## config.mk

```make
export PLATFORM = sky130hd
export DESIGN_NAME = counter_monitor_flat
export DESIGN_NICKNAME = d
export VERILOG_FILES = /design/src/rtl/counter_monitor_pkg.sv /design/src/rtl/counter_monitor_if.sv /design/src/rtl/counter_stall_timer.sv /design/src/rtl/counter_monitor.sv /design/src/flat_wrapper.sv
export SDC_FILE = /design/constraint.sdc
export NUM_CORES = 1
export LEC_CHECK = 0
export CAP_MARGIN = 20
export CORE_MARGIN = 1
export CORE_UTILIZATION = 25
export CTS_BUF_LIST = sky130_fd_sc_hd__clkbuf_4
export DETAILED_ROUTE_END_ITERATION = 7
export MAX_ROUTING_LAYER = met4
export PLACE_DENSITY = 0.45
export SYNTH_ARGS = -nofsm -noshare
export SYNTH_HDL_FRONTEND = slang
export SYNTH_SLANG_ARGS = --single-unit
```

## constraint.sdc

```tcl
create_clock -name clk -period 1.7 [get_ports clk]
set_input_delay 0.255 -clock clk [delete_from_list [all_inputs] [get_ports clk]]
set_output_delay 0.255 -clock clk [all_outputs]
set_load 0.02 [all_outputs]
```

## src/rtl/counter_monitor_pkg.sv

```systemverilog
// counter_monitor_pkg: shared definitions for the counter sequence monitor.
//   - state_t: FSM state encoding (IDLE, SYNC, LOCK)
//   - DEFAULT_STALL_LIMIT / DEFAULT_CNT_W: default parameter values
package counter_monitor_pkg;

  typedef enum logic [1:0] {
    IDLE = 2'd0,
    SYNC = 2'd1,
    LOCK = 2'd2
  } state_t;

  localparam int unsigned DEFAULT_STALL_LIMIT = 8;
  localparam int unsigned DEFAULT_CNT_W       = 8;

endpackage

```

## src/rtl/counter_monitor_if.sv

```systemverilog
// counter_monitor_if: monitored counter bus plus monitor status outputs.
//   counter, valid                             : driven by the counter side (master)
//   locked, err, err_cnt, wrap_cnt, stall      : driven by the monitor (slave)
interface counter_monitor_if #(
  parameter int unsigned WIDTH = 2,
  parameter int unsigned CNT_W = 8
);

  logic [WIDTH-1:0] counter;
  logic             valid;
  logic             locked;
  logic             err;
  logic [CNT_W-1:0] err_cnt;
  logic [CNT_W-1:0] wrap_cnt;
  logic             stall;

  modport master (
    output counter, valid,
    input  locked, err, err_cnt, wrap_cnt, stall
  );

  modport slave (
    input  counter, valid,
    output locked, err, err_cnt, wrap_cnt, stall
  );

endinterface

```

## src/rtl/counter_stall_timer.sv

```systemverilog
// counter_stall_timer: counts consecutive non-valid cycles while enabled.
//   clk, clear : clock, asynchronous active-high reset
//   enable     : monitor is in LOCK; timer is held at 0 otherwise
//   valid      : a sample this cycle restarts the count
//   expire     : high in the cycle that completes the STALL_LIMIT-th idle cycle
module counter_stall_timer #(
  parameter int unsigned STALL_LIMIT = 8
) (
  input  logic clk,
  input  logic clear,
  input  logic enable,
  input  logic valid,
  output logic expire
);

  localparam int unsigned TW = $clog2(STALL_LIMIT + 1);

  logic [TW-1:0] count_q, count_d;

  // count_q holds the number of already completed idle cycles, so the current
  // idle cycle is the last one when count_q reaches STALL_LIMIT-1.
  assign expire = enable && !valid && (count_q == TW'(STALL_LIMIT - 1));

  always_comb begin
    count_d = count_q + TW'(1);
    if (!enable || valid || expire) begin
      count_d = '0;
    end
  end

  always_ff @(posedge clk or posedge clear) begin
    if (clear) begin
      count_q <= '0;
    end else begin
      count_q <= count_d;
    end
  end

endmodule

```

## src/rtl/counter_monitor.sv

```systemverilog
// counter_monitor: in-design checker for a free-running binary counter bus.
// Locks onto the +1 sequence, pulses err on skipped/repeated values, counts
// errors (saturating) and max->0 wraps (modulo), and flags a stall when the
// bus goes unsampled for STALL_LIMIT cycles while locked.
//   clk, clear : clock, asynchronous active-high reset (highest priority)
//   bus        : counter_monitor_if slave (counter, valid in; status out)
// Optional feature: define COUNTER_MONITOR_CLEAR_TOLERANT_EN to accept an
// unexpected 0 while locked as an upstream counter clear (no error, stay locked).
module counter_monitor
  import counter_monitor_pkg::*;
#(
  parameter int unsigned WIDTH       = 2,
  parameter int unsigned STALL_LIMIT = DEFAULT_STALL_LIMIT,
  parameter int unsigned CNT_W       = DEFAULT_CNT_W
) (
  input logic              clk,
  input logic              clear,
  counter_monitor_if.slave bus
);

  state_t           state_q, state_d;
  logic [WIDTH-1:0] prev_q, prev_d;
  logic             err_q, err_d;
  logic [CNT_W-1:0] err_cnt_q, err_cnt_d;
  logic [CNT_W-1:0] wrap_cnt_q, wrap_cnt_d;
  logic             stall_q, stall_d;

  logic             expire;
  logic             in_seq;
  logic             is_wrap;
  logic             upstream_clear;

  assign in_seq  = bus.counter == (prev_q + WIDTH'(1));
  assign is_wrap = (prev_q == '1) && (bus.counter == '0);

`ifdef COUNTER_MONITOR_CLEAR_TOLERANT_EN
  assign upstream_clear = bus.counter == '0;
`else
  assign upstream_clear = 1'b0;
`endif

  counter_stall_timer #(
    .STALL_LIMIT(STALL_LIMIT)
  ) u_stall_timer (
    .clk   (clk),
    .clear (clear),
    .enable(state_q == LOCK),
    .valid (bus.valid),
    .expire(expire)
  );

  always_comb begin
    state_d    = state_q;
    prev_d     = prev_q;
    err_d      = 1'b0;
    err_cnt_d  = err_cnt_q;
    wrap_cnt_d = wrap_cnt_q;
    stall_d    = stall_q;

    // Every sample updates prev and ends a stall, whatever the state.
    if (bus.valid) begin
      prev_d  = bus.counter;
      stall_d = 1'b0;
    end

    unique case (state_q)
      IDLE: begin
        if (bus.valid) begin
          state_d = SYNC;
        end
      end
      SYNC: begin
        if (bus.valid && in_seq) begin
          state_d = LOCK;
        end
      end
      LOCK: begin
        if (expire) begin
          state_d = IDLE;
          stall_d = 1'b1;
        end else if (bus.valid) begin
          if (in_seq) begin
            if (is_wrap) begin
              wrap_cnt_d = wrap_cnt_q + CNT_W'(1);
            end
          end else if (!upstream_clear) begin
            // A repeat (counter == prev) lands here too.
            err_d   = 1'b1;
            state_d = SYNC;
            if (err_cnt_q != '1) begin
              err_cnt_d = err_cnt_q + CNT_W'(1);
            end
          end
        end
      end
      default: state_d = IDLE;
    endcase
  end

  always_ff @(posedge clk or posedge clear) begin
    if (clear) begin
      state_q    <= IDLE;
      prev_q     <= '0;
      err_q      <= 1'b0;
      err_cnt_q  <= '0;
      wrap_cnt_q <= '0;
      stall_q    <= 1'b0;
    end else begin
      state_q    <= state_d;
      prev_q     <= prev_d;
      err_q      <= err_d;
      err_cnt_q  <= err_cnt_d;
      wrap_cnt_q <= wrap_cnt_d;
      stall_q    <= stall_d;
    end
  end

  assign bus.locked   = state_q == LOCK;
  assign bus.err      = err_q;
  assign bus.err_cnt  = err_cnt_q;
  assign bus.wrap_cnt = wrap_cnt_q;
  assign bus.stall    = stall_q;

endmodule
```

## src/flat_wrapper.sv

```systemverilog
// flat-port wrapper written by rule: the top's interface ports become plain ports
module counter_monitor_flat import counter_monitor_pkg::*;
#(
  parameter int unsigned WIDTH       = 2,
  parameter int unsigned STALL_LIMIT = DEFAULT_STALL_LIMIT,
  parameter int unsigned CNT_W       = DEFAULT_CNT_W
)
  (clk, clear, bus_counter, bus_valid, bus_locked, bus_err, bus_err_cnt, bus_wrap_cnt, bus_stall);
  counter_monitor_if #(.WIDTH(WIDTH), .CNT_W(CNT_W)) bus_i ();
  input logic clk;
  input logic clear;
  input wire logic [$bits(bus_i.counter)-1:0] bus_counter;
  input wire logic [$bits(bus_i.valid)-1:0] bus_valid;
  output wire logic [$bits(bus_i.locked)-1:0] bus_locked;
  output wire logic [$bits(bus_i.err)-1:0] bus_err;
  output wire logic [$bits(bus_i.err_cnt)-1:0] bus_err_cnt;
  output wire logic [$bits(bus_i.wrap_cnt)-1:0] bus_wrap_cnt;
  output wire logic [$bits(bus_i.stall)-1:0] bus_stall;
  assign bus_i.counter = bus_counter;
  assign bus_i.valid = bus_valid;
  assign bus_locked = bus_i.locked;
  assign bus_err = bus_i.err;
  assign bus_err_cnt = bus_i.err_cnt;
  assign bus_wrap_cnt = bus_i.wrap_cnt;
  assign bus_stall = bus_i.stall;
  counter_monitor #(.WIDTH(WIDTH), .STALL_LIMIT(STALL_LIMIT), .CNT_W(CNT_W)) u_core (.clk(clk), .clear(clear), .bus(bus_i));
endmodule
```

* Yosys cells after proc, flatten, opt, wreduce, memory -nomap -nowiden *
Cells that the tools add are included.

operators by class
  bitwise operators = 2
  mux-type cells = 14
  $add $sub $neg = 4
  eq/ne operators = 10
  reductions and logical operators = 13

operator list
  kind                                                                      number
  8-bit by 1-bit adder with 8-bit output (second input constant)            2
  2-bit 2-to-1 mux                                                          5
  5-bit AND reduction                                                       2
  8-bit inequality test (second input constant)                             1
  1-bit 2-to-1 mux                                                          7
  2-bit one-hot mux with 3 select lines                                     1
  4-bit by 1-bit adder with 4-bit output (second input constant)            1
  2-bit equality test (second input constant)                               2
  4-bit by 3-bit equality test with 1-bit output (second input constant)    1
  1-bit logical AND                                                         4
  2-bit zero test                                                           2
  4-bit 2-to-1 mux                                                          1
  4-bit AND reduction                                                       1
  3-bit by 2-bit inequality test with 1-bit output (second input constant)  1
  3-bit inequality test (second input constant)                             1
  2-bit by 1-bit adder with 2-bit output (second input constant)            1
  2-bit by 1-bit equality test with 1-bit output (second input constant)    1
  2-bit equality test                                                       1
  1-bit zero test                                                           2
  1-bit logical OR                                                          2
  2-bit by 1-bit inequality test with 1-bit output (second input constant)  1
  2-bit inequality test (second input constant)                             1
  1-bit NOT                                                                 2

storage, ports and cells
  register bits = 26

* Depth between registers and ports, before layout *
Gate-level depths: netlist (run 1).

  depth after elaboration = 6
  depth in mapped cells = 5
  mapped depth without buffers = 5

* Cells and area by module *
A second synthesis (run 1) with hierarchy kept.

unflattened totals
  cell total of the unflattened synthesis = 108
  area total of the unflattened synthesis = 1278.7 µm²

modules (own cells, without submodules)
  module               seq. area each (µm²)  times used  area each (µm²)  cells each
  counter_monitor      550.5                 1           1074.8           90
  counter_stall_timer  100.1                 1           203.9            18

* Worst setup path before layout (run 1) *
No wires, ideal clock.

  path kind = register -> register
  start point = register u_core.prev_q[0]
  end point = register u_core.err_cnt_q[1] (netlist: u_core.bus.err_cnt[1])
  cell stages (with the launch flop) = 6
  path slack = -131 ps
  library setup time = 125 ps
  data required time = 1575 ps
  arrival time = 1706 ps
  path through = dfrtp_1 ha_1 xor2_1 o21bai_2 nor2_1 mux2_2

between the ends
  word-level cells in the longest chain between the ends = 4

ends and longest elaborated chain
  item                                    line                    RTL
  start, declared                         counter_monitor.sv:22   logic [WIDTH-1:0] prev_q, prev_d;
  start signal, assigned                  counter_monitor.sv:110  prev_q <= prev_d;
  2-bit by 1-bit adder with 2-bit output  counter_monitor.sv:33   assign in_seq = bus.counter == (prev_q + WIDTH'(1));
  2-bit equality test                     counter_monitor.sv:33
  1-bit NOT (no source line)              --
  5-bit AND reduction (no source line)    --
  end signal, assigned                    counter_monitor.sv:112  err_cnt_q <= err_cnt_d;
  end, declared                           counter_monitor.sv:24   logic [CNT_W-1:0] err_cnt_q, err_cnt_d;

Every way passes these cells.
A chain may end at the register's enable or synchronous reset.

* Final worst setup path (run 1) *
  start point = register u_core.prev_q[0]
  end point = register u_core.err_cnt_q[6] (netlist: u_core.bus.err_cnt[6])

Same word-level chain as after synthesis.

==> flow_summary_export.csv, run 1 <==
group,metric,value,unit
sta,period_minus_slack,1.67,ns
setup_path,required,1.91,ns
floorplanning,die-area,5120,sq um
layout,fin_nets,152,
route,ant_nets,0,
clocking,cts_htree_levels,1,
job,max_cap_viol_count,0,
setup_path,critPathMaxStageDelay,0.44,ns
route,drt-pass1-iter-count,4,
clocking,cts_tree,"done",
layout,layout_common_cells,"dfrtp_1 (26), clkdlybuf4s50_1 (16), buf_4 (9)",
yosys,avgSynthCellArea,11.6,sq um
sta,final-max-slew-violation-count,0,
setup_path,endpoint_kind,"register",
sta,period_share,98.1,%
layout,fin_util,38.2,%
route,via_per_inst,4.58,
setup_path,cp_slowest_cell,"dfrtp_1",
power,ir_drop,0.000209,V
power,p_total,1.28,mW
layout,fin_area,1720,sq um
setup_path,worst-path-max-fanout,7,
floorplanning,ios,24,
setup_path,reg2reg_slack,0.03,ns
sta,rsz0062_at_grt,"true",
layout,drive_above_1_share,22.7,%
place,place_area,1590,sq um
setup_path,r2r-start,"u_core.prev_q[0]$_DFFE_PP0P_",
yosys,syn-num-nets,113,
clocking,cts_num_sinks,26,
yosys,ys_seq_area_share,53.8,%
place,place_congestion,0.719,
route,vias,883,
setup_path,ff2ff_path_depth,5,
route,drt_iter0_markers,28,
layout,diodes,0,
global_routing,grt_first_pass_wirelength,4060,microns
power,power_density,744,nW/um^2
sta,fmaxAchievable,599,MHz
floorplanning,start_util,26.8,%
route,wire_per_inst,12.1,microns
yosys,ys_ff_latch,26,
floorplanning,die_w,71.5,microns
power,cellLeakagePower,0.852,nW
worst_hold_path,hold_class,"input pin to async pin",
route,routed_wl,2330,microns
setup_path,r2r-end,"u_core.bus.err_cnt[6]$_DFFE_PP0P_",
global_routing,grt_overflow,0,
sta,whs,0.277,ns
global_routing,grt_pass1_vias,884,
layout,n_fill_cell,447,
floorplanning,num_rows,24,
clocking,cts_buffer_depth,2,
layout,final_common_cell,"dfrtp_1",
outcome,status,"complete, no violations",
power,power.internal,0.907,mW
sta,slew_headroom,76.5,%
sta,final-hold-violation-count,0,
clocking,clk_pin_slew,0.14,ns
global_routing,grt_max_degree,27,
global_routing,track_usage,10.2,%
power,power_frac_seq,55.5,%
place,io_buffer_count,23,
power,p_comb_share,24.6,%
yosys,synth.distinct_cells,26,
clocking,clkLatencyLatePin,0.31,ns
yosys,synth_area,1210,sq um
setup_path,worstSetupPathType,"register to register",
route,drcViolationCount,0,
yosys,ys_warn_count,0,
layout,area_growth,42.3,%
setup_path,cp.arrival,1.87,ns
clocking,cts_buffers,3,
clocking,cts-root-buf,"clkbuf_4",
yosys,netlist_instances,104,
setup_path,start_kind,"register",
global_routing,antenna_found_initial,0,
place,dpl.hpwl,1680,microns
sta,finClkSkew,0.00804,ns
sta,tightest_slew,0.352,ns
sta,setup_viol,0,
floorplanning,core-area,4500,sq um
floorplanning,die_h,71.5,microns
power,clkPwrFrac,19.9,%
sta,tns,0,ns
power,swShare,29.1,%
setup_path,worstPathCellList,"ha_4 > xor2_4 > o21bai_4 > nor3_2 > mux2_4",
power,power_switching,0.373,mW
[through the flow]
stage | setup slack (ns) | cells
2_1_floorplan | -0.0694 | 104
3_3_place_gp | -0.300 | 188
3_5_place_dp | -0.312 | 188
4_1_cts | -0.00129 | 192
5_1_grt | -0.0445 | 193
6_report | 0.0315 | 193
[how the worst max path moves through the flow]
stage	to	slack, ns	from
6_report	u_core.bus.err_cnt[6]$_DFFE_PP0P_	0.03	u_core.prev_q[0]$_DFFE_PP0P_
5_1_grt	u_core.bus.err_cnt[6]$_DFFE_PP0P_	-0.04	u_core.prev_q[0]$_DFFE_PP0P_
4_1_cts	u_core.bus.wrap_cnt[1]$_DFFE_PP0P_	-0.001	u_core.prev_q[1]$_DFFE_PP0P_
3_5_place_dp	u_core.bus.wrap_cnt[1]$_DFFE_PP0P_	-0.31	bus_counter[1]
3_3_place_gp	u_core.bus.wrap_cnt[1]$_DFFE_PP0P_	-0.30	bus_counter[1]
2_1_floorplan	u_core.bus.wrap_cnt[1]$_DFFE_PP0P_	-0.07	u_core.prev_q[0]$_DFFE_PP0P_
[registers in the layout, summed over array words and instances, names as in the netlist]
signal / cells
u_core.bus.err_cnt: 8
u_core.prev_q: 2
u_core.bus.stall: 1
u_core.state_q: 2
u_core.bus.wrap_cnt: 8
u_core.bus.err: 1
u_core.u_stall_timer.count_q: 4
[cells by family (layout without fill, tap and decap cells)]
family | Yosys count | after routing | share of synthesized area, %
AND/OR/NAND/NOR | 40 | 40 | 19.6
XOR/XNOR | 17 | 17 | 12.3
flip-flops | 26 | 26 | 53.8
multiplexers | 5 | 5 | 4.66
adder cells (fa/ha/maj) | 4 | 4 | 4.14
AO/OA/AOI/OAI | 6 | 6 | 3.52
buffers and inverters | 6 | 43 | 1.97
[worst max-delay path, delay by kind of cell (launching register included)]
| kind | cells | cell delay [ns] |
|---|---|---|
| mux | 1 | 0.32 |
| compound gates | 1 | 0.12 |
| fa+ha+maj | 1 | 0.31 |
| flops | 1 | 0.44 |
| xor+xnor | 1 | 0.22 |
| simple gates | 1 | 0.16 |
[power by group through the flow]
stage          clock (mW)  sequential [mW]  combinational, mW
6_report            0.255            0.710              0.315
5_1_grt             0.294            0.721              0.352
4_1_cts             0.272            0.710              0.320
3_5_place_dp            0            0.719              0.287
3_3_place_gp            0            0.718              0.283
2_1_floorplan           0            0.752              0.121
[metal layers]
| metal | global-route usage, % | share of wire, % |
|---|---|---|
| met5 | - | 0 |
| met4 | 2.61 | 0.77 |
| met3 | 1.69 | 3.2 |
| met2 | 16.8 | 48 |
| met1 | 13.2 | 48 |
[final cells by class]
| class | instances | area (sq um) | share of cell area [%] |
|---|---|---|---|
| Sequential cell | 26 | 651 | 37.8 |
| Timing Repair Buffer | 35 | 343 | 19.9 |
| Inverter | 5 | 18.8 | 1.09 |
| Tap cell | 52 | 65.1 | 3.78 |
| Clock buffer | 3 | 22.5 | 1.31 |
| Multi-Input combinational cell | 72 | 621 | 36.1 |
[synth_stat cells]
| library cell | count | area (sq um) |
|---|---|---|
| nand2b_1 | 2 | 12.5 |
| o21bai_2 | 1 | 11.3 |
| nand4_1 | 5 | 31.3 |
| or2_2 | 1 | 6.26 |
| ha_1 | 4 | 50.1 |
| dfrtp_1 | 26 | 651 |
| and3b_1 | 1 | 8.76 |
| mux2_2 | 5 | 56.3 |
| o22ai_1 | 1 | 6.26 |
| inv_1 | 5 | 18.8 |
| or3_1 | 1 | 6.26 |
| nor4_2 | 1 | 12.5 |
| or3b_4 | 1 | 11.3 |
| nand3_1 | 7 | 35.0 |
| o21ai_0 | 1 | 5.00 |
| nor4_4 | 1 | 21.3 |
| xnor2_1 | 8 | 70.1 |
| nor2_1 | 8 | 30.0 |
| buf_2 | 1 | 5.00 |
| nor3_1 | 6 | 30.0 |
| o211a_1 | 1 | 10.0 |
| and3_1 | 2 | 12.5 |
| nand2_1 | 3 | 11.3 |
| nand3b_1 | 1 | 7.51 |
| a21oi_1 | 2 | 10.0 |
| xor2_1 | 9 | 78.8 |
[repair_timing]
action / CTS / global route
cloned: 0 / 0
resized for setup: 11 / 11
pin swaps: 5 / 3
setup buffers: 1 / 1
hold buffers: 0 / 0
setup endpoints to repair: 12 / 17
No activity file was read; power rests on OpenSTA's default activity.
==> inputs of run 2 (changes only) <==
--- a/config.mk
+++ b/config.mk
@@ -5,6 +5,7 @@
 export SDC_FILE = /design/constraint.sdc
 export NUM_CORES = 1
 export LEC_CHECK = 0
+export ABC_CLOCK_PERIOD_IN_PS = 1700
 export CAP_MARGIN = 20
 export CORE_MARGIN = 1
 export CORE_UTILIZATION = 25
==> results of run 2 <==
Final layout, timing and power as in run 1 (identical DEF).
